File: config.mk
export PLATFORM = sky130hd
export DESIGN_NAME = full_adder_bist
export DESIGN_NICKNAME = d
export VERILOG_FILES = /design/src/rtl/fa_bist_pkg.sv /design/src/rtl/fa_bist_golden.sv /design/src/rtl/full_adder_bist.sv
export SDC_FILE = /design/constraint.sdc
export NUM_CORES = 1
export LEC_CHECK = 0
export ABC_AREA = 1
export BUFFER_PORTS_ARGS = -buffer_cell sky130_fd_sc_hd__clkbuf_2
export CAP_MARGIN = 0
export CORE_MARGIN = 1
export CORE_UTILIZATION = 50
export CTS_CLUSTER_DIAMETER = 150
export DETAILED_ROUTE_END_ITERATION = 8
export GPL_TIMING_DRIVEN = 0
export PLACE_DENSITY = 0.69
export SLEW_MARGIN = 20
export SYNTH_ARGS = -nofsm -noshare
export SYNTH_HDL_FRONTEND = slang
export SYNTH_HIERARCHICAL = 1
export SYNTH_SLANG_ARGS = --single-unit
File: constraint.sdc
create_clock -name i_clk -period 2.29 [get_ports i_clk]
set_input_delay 0 -clock i_clk [delete_from_list [all_inputs] [get_ports i_clk]]
set_output_delay 0 -clock i_clk [all_outputs]
set_load 0.03 [all_outputs]
File: src/rtl/fa_bist_pkg.sv
// -----------------------------------------------------------------------------
// fa_bist_pkg
// Shared types and constants for the full-adder BIST controller.
//   state_t     : controller FSM states
//   NUM_VECTORS : number of exhaustive input vectors for a 1-bit full adder
//   IDX_W       : vector index width
//   CNT_W       : error / settle counter width
// -----------------------------------------------------------------------------
package fa_bist_pkg;

  typedef enum logic [2:0] {
    S_IDLE  = 3'd0,
    S_APPLY = 3'd1,
    S_WAIT  = 3'd2,
    S_CHECK = 3'd3,
    S_DONE  = 3'd4
  } state_t;

  localparam int NUM_VECTORS = 8;
  localparam int IDX_W       = 3;
  localparam int CNT_W       = 4;

endpackage

File: src/rtl/fa_bist_golden.sv
// -----------------------------------------------------------------------------
// fa_golden
// Combinational 1-bit full-adder reference model. The vector index is
// interpreted as {a, b, cin}; the outputs are the expected adder results.
//   i_idx      : {a, b, cin}
//   o_exp_sum  : expected sum
//   o_exp_cout : expected carry out
// -----------------------------------------------------------------------------
module fa_golden
  import fa_bist_pkg::*;
(
  input  logic [IDX_W-1:0] i_idx,
  output logic             o_exp_sum,
  output logic             o_exp_cout
);

  logic [1:0] w_total;

  assign w_total    = {1'b0, i_idx[2]} + {1'b0, i_idx[1]} + {1'b0, i_idx[0]};
  assign o_exp_sum  = w_total[0];
  assign o_exp_cout = w_total[1];

endmodule

File: src/rtl/full_adder_bist.sv
// -----------------------------------------------------------------------------
// full_adder_bist
// Built-in self-test controller for a 1-bit full adder. On start it walks the
// eight input vectors {a,b,cin} = 0..7, waits SETTLE_CYCLES after applying
// each one, and compares the adder outputs against fa_golden.
//
// Optional feature macro: FA_BIST_STOP_ON_FAIL_EN
//   defined     : first mismatch ends the run immediately (err_count = 1)
//   not defined : all eight vectors run and every mismatch is counted
//
// Ports
//   i_clk         : system clock, rising edge
//   i_rst         : asynchronous active-high reset
//   i_start       : single-cycle run request, honoured in IDLE or DONE only
//   o_a/o_b/o_cin : stimulus to the adder under test
//   i_sum/i_cout  : adder outputs, sampled in CHECK
//   o_busy        : high from APPLY through CHECK of the last vector
//   o_done        : level, high in DONE until next accepted start or reset
//   o_pass        : done with zero errors
//   o_err_count   : mismatching vectors in the current run (0..8)
//   o_fail_vec    : index of first mismatching vector
//
// States
//   S_IDLE  | waiting for start, stimulus forced to 0
//   S_APPLY | vector driven, one cycle
//   S_WAIT  | settle time, SETTLE_CYCLES cycles
//   S_CHECK | compare adder outputs against golden model, one cycle
//   S_DONE  | results valid, last vector held, waiting for restart
// -----------------------------------------------------------------------------
module full_adder_bist
  import fa_bist_pkg::*;
#(
  parameter int SETTLE_CYCLES = 2
) (
  input  logic             i_clk,
  input  logic             i_rst,
  input  logic             i_start,
  output logic             o_a,
  output logic             o_b,
  output logic             o_cin,
  input  logic             i_sum,
  input  logic             i_cout,
  output logic             o_busy,
  output logic             o_done,
  output logic             o_pass,
  output logic [CNT_W-1:0] o_err_count,
  output logic [IDX_W-1:0] o_fail_vec
);

  state_t           r_state;
  logic [IDX_W-1:0] r_idx;
  logic [IDX_W-1:0] r_stim;
  logic [CNT_W-1:0] r_settle_cnt;
  logic [CNT_W-1:0] r_err_count;
  logic [IDX_W-1:0] r_fail_vec;
  logic             r_busy;
  logic             r_done;
  logic             r_pass;

  logic             w_exp_sum;
  logic             w_exp_cout;
  logic             w_mismatch;
  logic             w_last;
  logic             w_stop;

  fa_golden u_golden (
    .i_idx      (r_idx),
    .o_exp_sum  (w_exp_sum),
    .o_exp_cout (w_exp_cout)
  );

  assign w_mismatch = (i_sum != w_exp_sum) || (i_cout != w_exp_cout);
  assign w_last     = (r_idx == IDX_W'(NUM_VECTORS - 1));

`ifdef FA_BIST_STOP_ON_FAIL_EN
  assign w_stop = w_mismatch;
`else
  assign w_stop = 1'b0;
`endif

  always_ff @(posedge i_clk or posedge i_rst) begin
    if (i_rst) begin
      r_state      <= S_IDLE;
      r_idx        <= '0;
      r_stim       <= '0;
      r_settle_cnt <= '0;
      r_err_count  <= '0;
      r_fail_vec   <= '0;
      r_busy       <= 1'b0;
      r_done       <= 1'b0;
      r_pass       <= 1'b0;
    end else begin
      case (r_state)
        S_IDLE, S_DONE: begin
          if (i_start) begin
            r_state     <= S_APPLY;
            r_idx       <= '0;
            r_stim      <= '0;
            r_err_count <= '0;
            r_fail_vec  <= '0;
            r_busy      <= 1'b1;
            r_done      <= 1'b0;
            r_pass      <= 1'b0;
          end
        end

        S_APPLY: begin
          r_state      <= S_WAIT;
          r_settle_cnt <= '0;
        end

        S_WAIT: begin
          if (r_settle_cnt == CNT_W'(SETTLE_CYCLES - 1)) begin
            r_state <= S_CHECK;
          end else begin
            r_settle_cnt <= r_settle_cnt + CNT_W'(1);
          end
        end

        S_CHECK: begin
          if (w_mismatch) begin
            r_err_count <= r_err_count + CNT_W'(1);
            if (r_err_count == '0) begin
              r_fail_vec <= r_idx;
            end
          end
          if (w_last || w_stop) begin
            // Stimulus (r_stim) intentionally left holding the last vector.
            r_state <= S_DONE;
            r_busy  <= 1'b0;
            r_done  <= 1'b1;
            r_pass  <= !w_mismatch && (r_err_count == '0);
          end else begin
            r_state <= S_APPLY;
            r_idx   <= r_idx + IDX_W'(1);
            r_stim  <= r_idx + IDX_W'(1);
          end
        end

        default: begin
          r_state <= S_IDLE;
          r_busy  <= 1'b0;
          r_done  <= 1'b0;
          r_pass  <= 1'b0;
          r_stim  <= '0;
        end
      endcase
    end
  end

  assign {o_a, o_b, o_cin} = r_stim;
  assign o_busy            = r_busy;
  assign o_done            = r_done;
  assign o_pass            = r_pass;
  assign o_err_count       = r_err_count;
  assign o_fail_vec        = r_fail_vec;

endmodule

# Yosys cells after proc, flatten, opt, wreduce, memory -nomap -nowiden
# Cells that the tools add are included.
# W data, S select, Z words.
# op_classes
addsub	5
eq_ne	15
n_mux	24
n_bitwise	1
n_reduce_logical	16
# ops
cell	count
$mux W3	7
$pmux W4 S2	2
$ne A2 B2 Y1 const B	7
$mux W4	3
$pmux W3 S2	2
$pmux W3 S4	1
$reduce_and A3 Y1	4
$pmux W1 S3	3
$pmux W3 S3	1
$add A4 B1 Y4 const B	2
$eq A3 B2 Y1 const B	2
$eq A3 B3 Y1 const B	2
$mux W1	5
$eq A4 B1 Y1 const B	1
$logic_not A4 Y1	1
$reduce_and A2 Y1	2
$reduce_and A4 Y1	1
$reduce_bool A2 Y1	2
$reduce_or A2 Y1	2
$add A3 B1 Y3 const B	1
$eq A3 B1 Y1 const B	1
$logic_not A3 Y1	1
$add A1 B1 Y2	1
$add A2 B1 Y2	1
other kinds (5)	6
# word_totals
reg_bits	23
in_bits	5
out_inout_bits	13
word_cells	70

# Longest topological paths before layout
# logic_depth
word_depth	8
depth_mapped	8
depth_no_buf	8

# By module
# Netlist, hierarchy kept.
# modules_own_cells
module	instances	cells_each	area_each_um2	seq_area_each_um2
full_adder_bist	1	149	1207.4	575.6
fa_golden	1	1	20.0	0.0

# Worst setup path before layout
# Ideal clock, no wire load.
# synth_path
kind	reg-to-reg
startpoint	reg r_idx[0]
endpoint	reg r_err_count[3] (netlist: o_err_count[3])
setup_ps	121
arrival_time_ps	1407
t_required_ps	2169
setup_slack_ps	761
stages_incl_launch_ff	9
path_buffers	0
period_less_slack_ps	1529
cell_sequence	dfrtp_1 > fa_1 > inv_1 > nand2_1 > nand2_1 > nand3_4 > nand2_4 > nand2_1 > o21ai_2
# synth_between
elab_chain_cells	5
elab_cells_between_ends	6
cone_classes	add/sub (1); eq/ne (3); reduce/logical (2)
# synth_rtl
element	line	source
from (decl)	full_adder_bist.sv:51	logic [IDX_W-1:0] r_idx;
from (signal assigned)	full_adder_bist.sv:135	r_idx <= r_idx + IDX_W'(1);
$add A2 B1 Y2	fa_bist_golden.sv:19	assign w_total = {1'b0, i_idx[2]} + {1'b0, i_idx[1]} + {1'b0, i_idx[0]};
net w_exp_sum	full_adder_bist.sv:60	logic w_exp_sum;
$ne A1 B1 Y1	full_adder_bist.sv:72	assign w_mismatch = (i_sum != w_exp_sum) || (i_cout != w_exp_cout);
$logic_or A1 B1 Y1	full_adder_bist.sv:72	
$ne A2 B2 Y1 (no line)	n/a	
$reduce_and A3 Y1 (no line)	n/a	
to (signal assigned)	full_adder_bist.sv:122	r_err_count <= r_err_count + CNT_W'(1);
to (decl)	full_adder_bist.sv:54	logic [CNT_W-1:0] r_err_count;
# The timed path passes the listed nets, and every way through them passes these cells.
# A chain may end at the register's enable or synchronous reset.

# Final worst setup path
# layout_path
startpoint	reg r_idx[0]
endpoint	reg r_fail_vec[0] (netlist: o_fail_vec[0])
# layout_between
elab_chain_cells	5
elab_cells_between_ends	9
cone_classes	add/sub (1); eq/ne (3); mux (3); reduce/logical (2)
# layout_rtl
element	line	source
$add A2 B1 Y2	fa_bist_golden.sv:19	
net w_exp_sum	full_adder_bist.sv:60	
$ne A1 B1 Y1	full_adder_bist.sv:72	
$logic_or A1 B1 Y1	full_adder_bist.sv:72	
$ne A2 B2 Y1 (no line)	n/a	
$reduce_and A4 Y1 (no line)	n/a	
to (signal assigned)	full_adder_bist.sv:124	r_fail_vec <= r_idx;
to (decl)	full_adder_bist.sv:55	logic [IDX_W-1:0] r_fail_vec;
# The timed path passes the listed nets, and every way through them passes these cells. The select of a mux whose other input is x is not followed.

==> results.md <==
* Finished Core Util at 61.9%
* R2R cell count at 8
* CTS max path bufs at 2
* Clk root buf: clkbuf_4
* Die H at 51.5 um
* Clock network fraction of total power at 11.9%
* Slew @ Worst Pin at 0.856 ns
* Vias at 1,001
* Post-Syn Area at 1230 um2
* WS Path Type: flip-flop to flip-flop
* Clock transition at path regs at 0.14 ns
* Worst Hold End: o_err_count[0]
* Sw frac at about 49%
* FILL cells at 227
* Starting Density at between 50% and 60%
* Slew Viols, Final at 0
* Part of the cycle the worst path needs at 70.8%
* Leak pwr at roughly 0.0008 uW
* FMAX at between 600 and 700 MHz
* Flop pwr share at 38.4%
* Worst R2R End: o_fail_vec[0]
* Layout cells sized above 1 at 17.9%
* Die width at 51.5 um
* Most frequent cells in the layout: nand2_1 (50), dfrtp_1 (23), inv_1 (19)
* CTS tree: yes
* Sink Count at 23
* Remaining global-route overflow at 0
* Nature of the critical path endpoint: flip-flop
* Mean Syn Cell Area at 8.18 um2
* Maxcap violations at 0
* # diodes at 0
* Layout net count at 186
* DRT iter0 DRCs at 28
* Internal power at roughly 840 uW
* Post-CTS Resized at 0
* Comb pwr share at 49.7%
* Total GRT Usage at 19.0%
* Worst R2R Start: r_idx[0]
* Vias in the first global route at between 900 and 1,000
* Slew headroom at 42.9%
* Final Wtd Congestion at 0.780
* DR DRC count at 0
* Drt wl/cell at 10.8 um
* Tmin final at 1.62 ns
* Routed Antenna Nets at 0
* Outcome: finished, final reports clean
* Initial antenna violation count at 0
* CP Data Required Time at 2.51 ns
* Worst skew pair latency at 0.31 ns
* Area of the core at 2250 um2
* Register bit total from synthesis at 23
* TritonCTS buffer count at 3
* Area Overhead vs Synth at 13.7%
* Post-Route WL at 2.18 mm
* Crit path DAT at about 1.8 ns
* Final hold vios at 0
* Total Neg Setup Slack at 0 ns
* Rows at 17
* Die ar. at 2660 um2
* Unrepaired setup endpoints after global routing: no
* Syn_nets at 162
* Vias per cell at around 5.0
* Synth cell types at 19
* Most common cell after layout, fill and taps aside: nand2_1
* Pwr/cell area at 1170 nW/um2
* Worst hold stages at 6
* P_sw at 799 uW
* Area of the multi-input gates at between 500 and 600 um2
* Crit path max fanout at 9
* R2R setup slack at 0.67 ns
* Finished Layout Cells at 201
* # setup viols final at 0
* DP HPWL at 1.65 mm
* Cells after Synth at 150
* DP Cell Count at slightly below 200
* Register area at 576 um2
* I/O pin cnt at 18
* Ys Warns at 6
* Hold_sp: i_cout
* Register area share after synthesis at 46.9%
* Hold Path Class: primary input to flip-flop
* Maximum number of pins on one net before global-route repair at 24
* Drt first pass iters at 6
* H-Tree Depth at 1
* Worst clock skew at 0.00403 ns
* Startpoint class of the critical path: flip-flop
* Port buffer count at 17
* Worst VDD drop at 0.624 mV
* First-pass GRT wire length at 3.79 mm
## final cells by class
class,count,area share (%)
flip-flops and latches,23,41.3
well taps,28,2.51
repair buffers,19,7.53
clock inverters,1,0.359
multi-input cells,108,41.6
clock buffers,3,1.61
inverters,19,5.11
## cells in the mapped netlist
cell,count,area [um2]
fa_1,1,20.0
nand3_4,1,17.5
nand4_1,4,25.0
ha_1,6,75.1
or2_2,1,6.26
nand3_2,1,10.0
o21ai_2,2,17.5
xor2_1,2,17.5
nand2_1,50,188
nor3_1,1,5.00
o21ai_1,1,5.00
o21ai_0,7,35.0
dfrtp_1,23,576
inv_1,19,71.3
nand2_2,2,12.5
nand3_1,12,60.1
nor2_4,1,11.3
nor2_1,14,52.6
nand2_4,2,22.5
## through the flow
| step | hold slack (ns) | total power, uW | cell area (um2) | setup WS (ns) |
|---|---|---|---|---|
| 6_report | 0.193 | 1640 | 1400 | 0.669 |
| 5_1_grt | 0.265 | 1790 | 1400 | 0.526 |
| 4_1_cts | 0.203 | 1650 | 1400 | 0.681 |
| 3_5_place_dp | 0.215 | 1460 | 1350 | 0.688 |
| 3_3_place_gp | 0.198 | 1430 | 1350 | 0.711 |
| 2_1_floorplan | 0.00192 | 1260 | 1230 | 0.761 |
## critical path: stages, from the launching register on
cell and delay, ns:
dfrtp_1 0.44, fa_1 0.56, inv_1 0.04, nand2_1 0.05
nand2_1 0.07, nand3_4 0.14, nand3_2 0.10, nand2_1 0.07
nand2_1 0.05
## flip-flops by register name, indices dropped and copies added (netlist names)
register	flops
o_busy	1
r_stim	3
o_done	1
o_err_count	4
r_state	3
r_settle_cnt	4
o_fail_vec	3
r_idx	3
o_pass	1
## worst max-delay path by stage
stage               slack, ns     start        endpoint
finish                   0.67  r_idx[0]   o_fail_vec[0]
global route             0.53  r_idx[0]   o_fail_vec[1]
CTS                      0.68  r_idx[0]   o_fail_vec[1]
detailed placement       0.69  r_idx[0]   o_fail_vec[1]
global placement         0.71  r_idx[0]   o_fail_vec[2]
floorplan                0.76  r_idx[0]  o_err_count[3]
## power groups by stage
stage	clock (uW)	combinational (uW)	sequential (uW)
after floorplan	0	527	735
after global routing	211	932	651
after global placement	0	801	632
final	195	814	629
after CTS	200	825	630
after detailed placement	0	819	638
## kinds of logic after synthesis
family / Yosys count / share of synthesized area, %
adder cells (fa/ha/maj): 7 / 7.75
AND/OR/NAND/NOR: 89 / 33.4
flip-flops: 23 / 46.9
buffers and inverters: 19 / 5.81
XOR/XNOR: 2 / 1.43
AO/OA/AOI/OAI: 10 / 4.69
## layer usage
layer | track usage, % | share of wire (%) | vias up | wire [um]
met1 | 25.6 | 49 | 461 | 1080
met5 | 0 | 0 | - | 0
met3 | 2.63 | 2.9 | 0 | 63
met4 | 5.41 | 0 | 0 | 0
li1 | - | - | 519 | -
met2 | 32.0 | 48 | 21 | 1040
## what timing repair did
| action | 4_1_cts | 5_1_grt |
|---|---|---|
| hold buffers | 2 | 0 |
| endpoints found under the setup margin | 0 | 0 |
| hold endpoints to repair | 24 | 0 |
| setup buffers | 0 | 0 |
No activity file was read; power rests on OpenSTA's default activity.
